==> config.mk <==
export PLATFORM = sky130hd
export DESIGN_NAME = dec_down_counter
export DESIGN_NICKNAME = d
export VERILOG_FILES = /design/src/rtl/dec_down_counter_pkg.sv /design/src/rtl/dec_down_digit.sv /design/src/rtl/dec_down_counter.sv
export SDC_FILE = /design/constraint.sdc
export NUM_CORES = 1
export LEC_CHECK = 0
export CAP_MARGIN = 20
export CORE_MARGIN = 1.5
export CORE_UTILIZATION = 44
export CTS_BUF_LIST = sky130_fd_sc_hd__clkbuf_2 sky130_fd_sc_hd__clkbuf_4 sky130_fd_sc_hd__clkbuf_8
export DETAILED_ROUTE_END_ITERATION = 12
export PLACE_DENSITY = 0.76
export SYNTH_ARGS = -nofsm -noshare
export SYNTH_HDL_FRONTEND = slang
export SYNTH_SLANG_ARGS = --single-unit
==> constraint.sdc <==
create_clock -name clk -period 2.17 [get_ports clk]
set_input_delay 0.3255 -clock clk [delete_from_list [all_inputs] [get_ports clk]]
set_output_delay 0.3255 -clock clk [all_outputs]
set_load 0.005 [all_outputs]
==> src/rtl/dec_down_counter_pkg.sv <==
// Shared BCD constants and helpers for the decimal down-counter chain.
package dec_down_counter_pkg;

    localparam int               BCD_W    = 4;
    localparam logic [BCD_W-1:0] BCD_MAX  = 4'd9;
    localparam logic [BCD_W-1:0] BCD_ZERO = 4'd0;

    // Clamp a raw nibble into the legal BCD range so no digit ever holds A..F.
    function automatic logic [BCD_W-1:0] bcd_sat(input logic [BCD_W-1:0] d);
        return (d > BCD_MAX) ? BCD_MAX : d;
    endfunction

endpackage

==> src/rtl/dec_down_digit.sv <==
// One BCD digit of the down-counter chain. Load beats wrap, and wrap beats
// borrow. Borrow-out fires when this digit sits at 0 and is asked to decrement.
module dec_down_digit
    import dec_down_counter_pkg::*;
(
    input  logic             clk,
    input  logic             reset,
    input  logic             load,
    input  logic [BCD_W-1:0] load_digit,
    input  logic             wrap_ld,
    input  logic [BCD_W-1:0] wrap_digit,
    input  logic             borrow_in,
    output logic [BCD_W-1:0] digit,
    output logic             borrow_out
);

    logic [BCD_W-1:0] r_digit;

    // Digit register: preset, whole-counter wrap value, or decrement with borrow.
    always_ff @(posedge clk or negedge reset) begin
        if (!reset)
            r_digit <= BCD_ZERO;
        else if (load)
            r_digit <= load_digit;
        else if (wrap_ld)
            r_digit <= wrap_digit;
        else if (borrow_in)
            r_digit <= (r_digit == BCD_ZERO) ? BCD_MAX : r_digit - 4'd1;
    end

    assign digit      = r_digit;
    assign borrow_out = borrow_in & (r_digit == BCD_ZERO);

endmodule

==> src/rtl/dec_down_counter.sv <==
// Cascadable multi-digit BCD down-counter with a one-cycle wrap pulse.
// Optional feature macro: DEC_DOWN_AUTO_RELOAD_EN -- when defined, the
// counter wraps to the last (saturated) preset instead of all nines.
module dec_down_counter
    import dec_down_counter_pkg::*;
#(
    parameter int DIGITS = 2
) (
    input  logic                    clk,
    input  logic                    reset,
    input  logic                    load,
    input  logic [BCD_W*DIGITS-1:0] load_val,
    input  logic                    en,
    output logic [BCD_W*DIGITS-1:0] count,
    output logic                    zero,
    output logic                    wrap
);

    logic [DIGITS:0]             w_borrow;
    logic [BCD_W*DIGITS-1:0]     w_load_sat;
    logic [BCD_W*DIGITS-1:0]     w_wrap_val;
    logic                        w_wrap_cond;
    logic                        r_wrap;

    // A decrement request enters at digit 0; load suppresses counting.
    assign w_borrow[0] = en & ~load;

    // A borrow escaping the top digit means the whole count was zero.
    assign w_wrap_cond = w_borrow[DIGITS];

    assign zero = (count == '0);

    genvar g;
    generate
        for (g = 0; g < DIGITS; g++) begin : g_digit
            assign w_load_sat[BCD_W*g +: BCD_W] = bcd_sat(load_val[BCD_W*g +: BCD_W]);

            dec_down_digit u_digit (
                .clk        (clk),
                .reset      (reset),
                .load       (load),
                .load_digit (w_load_sat[BCD_W*g +: BCD_W]),
                .wrap_ld    (w_wrap_cond),
                .wrap_digit (w_wrap_val[BCD_W*g +: BCD_W]),
                .borrow_in  (w_borrow[g]),
                .digit      (count[BCD_W*g +: BCD_W]),
                .borrow_out (w_borrow[g+1])
            );
        end
    endgenerate

`ifdef DEC_DOWN_AUTO_RELOAD_EN
    logic [BCD_W*DIGITS-1:0] r_reload;

    // Remember the last preset so the wrap restarts the countdown from it.
    always_ff @(posedge clk or negedge reset) begin
        if (!reset)
            r_reload <= '0;
        else if (load)
            r_reload <= w_load_sat;
    end

    assign w_wrap_val = r_reload;
`else
    assign w_wrap_val = {DIGITS{BCD_MAX}};
`endif

    // Wrap pulse: high only for the cycle after a decrement from all-zero.
    always_ff @(posedge clk or negedge reset) begin
        if (!reset)
            r_wrap <= 1'b0;
        else
            r_wrap <= w_wrap_cond;
    end

    assign wrap = r_wrap;

endmodule

==> impl_metrics.tcl <==
set metrics [dict create \
    outcome "finished clean" \
    antenna_cells 0 \
    ir_drop_mv 0.4210 \
    yosys.area.top_type_share_pct 38.30 \
    ioPinCount 22 \
    fin_crit_sh_pct 90.32 \
    finalSetupTns_ps 0 \
    place_ws_ps 144.7 \
    cts_buffers 3 \
    drive_gt1_share_pct 20.43 \
    synth_nets 77 \
    gp_congestion 0.8685 \
    port_buffers 21 \
    critPathMaxStageDelay_ps 410 \
    ys_top_cells_by_area "dfrtp_1 (38%), ha_1 (6.4%), inv_1 (4.5%)" \
    final_cells 107 \
    path_class "register to primary output" \
    fin_hold_ws_ps 366.5 \
    htree_levels 1 \
    syn_area_um2 588.1 \
    synth_largest_area_cell "dfrtp_1" \
    cts.clk_slew.worst_paths_ps 70 \
    synthSimpleGateAreaFrac_pct 21.49 \
    synth_compound_area_share_pct 24.68 \
    synth-edff-count 0 \
    fillCellCount 86 \
    slew_headroom_pct 71.52 \
    grt_max_degree 10 \
    maxCapViolations 0 \
    viasPerCell 5.907 \
    die_area_mm2 0.001565 \
    power_mw 0.6460 \
    synthMuxAreaShare_pct 3.830 \
    max_slew.worst_pin.slew_ps 425.9 \
    grt_pass1_vias 580 \
    synth_xor_area_share_pct 0 \
    endpoint_kind "primary output" \
    synth_top_family_by_area "compound AO/OA/AOI/OAI gates" \
    hp-class "primary input to async pin" \
    drt_iter0_markers 20 \
    cp.arrival_ps 1630 \
    dr.pass1.iters 4 \
    core_area_mm2 0.001171 \
    hold_buffers 0 \
    async_reset_ff_share_pct 100.0 \
    finalSetupViolations 0 \
    powerDensity_mw_per_mm2 722.1 \
    cp_slowest_cell "or3b_4" \
    remaining_drc_errors 0 \
    cp.required_ps 1840 \
    path_cells "inv_1 > ha_2 > or3b_4 > nor2_1 > dlygate4sd2_1" \
    insertion_delay_ps 260 \
    antenna_found_initial 0 \
    synth-seq-area-share_pct 38.30 \
    min_period_ps 1960 \
    die_y_um 39.56 \
    max_freq_mhz 510.2 \
    rsz0062_at_grt "false" \
    dr_total_vias 632 \
    syn_area_per_cell_um2 9.485 \
    area_growth_pct 52.13 \
    ant_nets 0 \
    synthFlopType "dfrtp_1" \
    routed_wl_um 1668 \
    setup_ws_ps 210.2 \
    cp-start-kind "register" \
    cts_tree "built" \
    initial_core_util_pct 50.21 \
    final.setup_skew_ps 1.489 \
    crit_fanout 4 \
    synth_fa_ha_area_share_pct 6.383 \
    die_x_um 39.56 \
    wire_per_inst_um 15.59 \
    grt_pass1_wl_um 2635 \
    place_inst 100 \
    fin_nets 109 \
    grt_util_all_layers_pct 26.01 \
    rows 12 \
    synth_warnings 0 \
    netlist_instances 62 \
    yosysUniqueCellTypes 30 \
    synth-seq-cells 9 \
    p_leak_nw 0.3951 \
    hpwlAfterDp_um 1220 \
    hold_viol 0 \
    root_buffer "clkbuf_4" \
    cts.sinks 9 \
    clock_path_buffers 2 \
    drv_slew 0 \
    grt_overflow_total 0 \
]
[layout make-up]
type / count / area (um2) / area share [%]
Timing Repair Buffer: 28 / 261.5 / 29.23
Sequential cell: 9 / 225.2 / 25.17
Clock buffer: 4 / 30.03 / 3.357
Tap cell: 14 / 17.52 / 1.958
Inverter: 7 / 26.28 / 2.937
Multi-Input combinational cell: 45 / 334.1 / 37.34
[per-stage QoR]
stage / instance area (um2) / utilization (%)
floorplan: 588.1 / -
global placement: 840.8 / 71.79
detailed placement: 840.8 / 71.79
CTS: 894.6 / 76.39
global route: 894.6 / 76.39
finish: 894.6 / 76.39
[cells in the final DEF (no fill, tap or decap), types with 2 or more instances in the layout]
master	count
clkdlybuf4s50_1	20
dfrtp_1	9
buf_4	7
inv_1	5
nor2b_1	4
a21oi_1	4
clkbuf_4	4
nor2_1	3
o21ai_0	3
a31oi_1	3
or3b_4	2
inv_2	2
o21bai_1	2
mux2_2	2
nand2_1	2
ha_1	2
[final timing paths]
check | cells after the start | slack (ps) | from | endpoint
min in group clk | 1 | 600 | g_digit[1].u_digit.digit[2]$_DFFE_PN0P_ | g_digit[1].u_digit.digit[2]$_DFFE_PN0P_
hold reg to reg | 1 | 600 | g_digit[1].u_digit.digit[2]$_DFFE_PN0P_ | g_digit[1].u_digit.digit[2]$_DFFE_PN0P_
max in group asynchronous | 1 | 1510 | reset | g_digit[1].u_digit.digit[3]$_DFFE_PN0P_
setup reg to reg | 6 | 440 | g_digit[0].u_digit.digit[1]$_DFFE_PN0P_ | g_digit[1].u_digit.digit[3]$_DFFE_PN0P_
hold / removal | 1 | 370 | reset | g_digit[0].u_digit.digit[3]$_DFFE_PN0P_
setup / recovery | 5 | 210 | g_digit[1].u_digit.digit[0]$_DFFE_PN0P_ | zero
[synthesized netlist by cell type, types with 2 or more instances]
| master | count |
|---|---|
| a31oi_1 | 3 |
| dfrtp_1 | 9 |
| inv_1 | 7 |
| nor2_1 | 3 |
| mux2_2 | 2 |
| a21oi_1 | 4 |
| o21ai_0 | 3 |
| o21bai_1 | 2 |
| nand2_1 | 2 |
| ha_1 | 3 |
| or3b_4 | 2 |
| nor2b_1 | 4 |
[timing repair]
| action | in CTS | in global routing |
|---|---|---|
| resized for setup | 4 | 0 |
| endpoints found under the setup margin | 1 | 0 |
| setup buffers | 3 | 0 |
[state kept, by name, indices dropped and copies added (netlist names)]
name and cells:
g_digit.u_digit.digit 8, wrap 1
[metal layers]
metal	routed length (um)	track usage (%)	vias up
met5	0	0	-
met4	14	9.483	0
met3	83	5.682	2
met2	821	40.98	27
met1	749	34.40	305
li1	-	-	298
[worst max-delay path, delay by kind of cell, from the launching register on]
kind | cells | cell delay [ps]
AND/OR/NAND/NOR | 2 | 510
flip-flops | 1 | 380
buffers and inverters | 2 | 290
adder cells (fa/ha/maj) | 1 | 190
[report_power, final]
group | leakage, nW | total, mW | internal, mW | switching, mW
clock | 0.0184 | 0.147 | 0.0834 | 0.0635
sequential | 0.109 | 0.220 | 0.195 | 0.0251
combinational | 0.267 | 0.279 | 0.164 | 0.115
total | 0.395 | 0.646 | 0.443 | 0.203
[logic make-up (layout without fill, tap and decap cells)]
| logic type | after synthesis | count (layout) |
|---|---|---|
| AO/OA/AOI/OAI | 21 | 21 |
| adder cells (fa/ha/maj) | 3 | 3 |
| flip-flops | 9 | 9 |
| buffers and inverters | 8 | 39 |
| multiplexers | 2 | 2 |
| AND/OR/NAND/NOR | 19 | 19 |
Note: power is estimated with default switching activity, not from simulation.
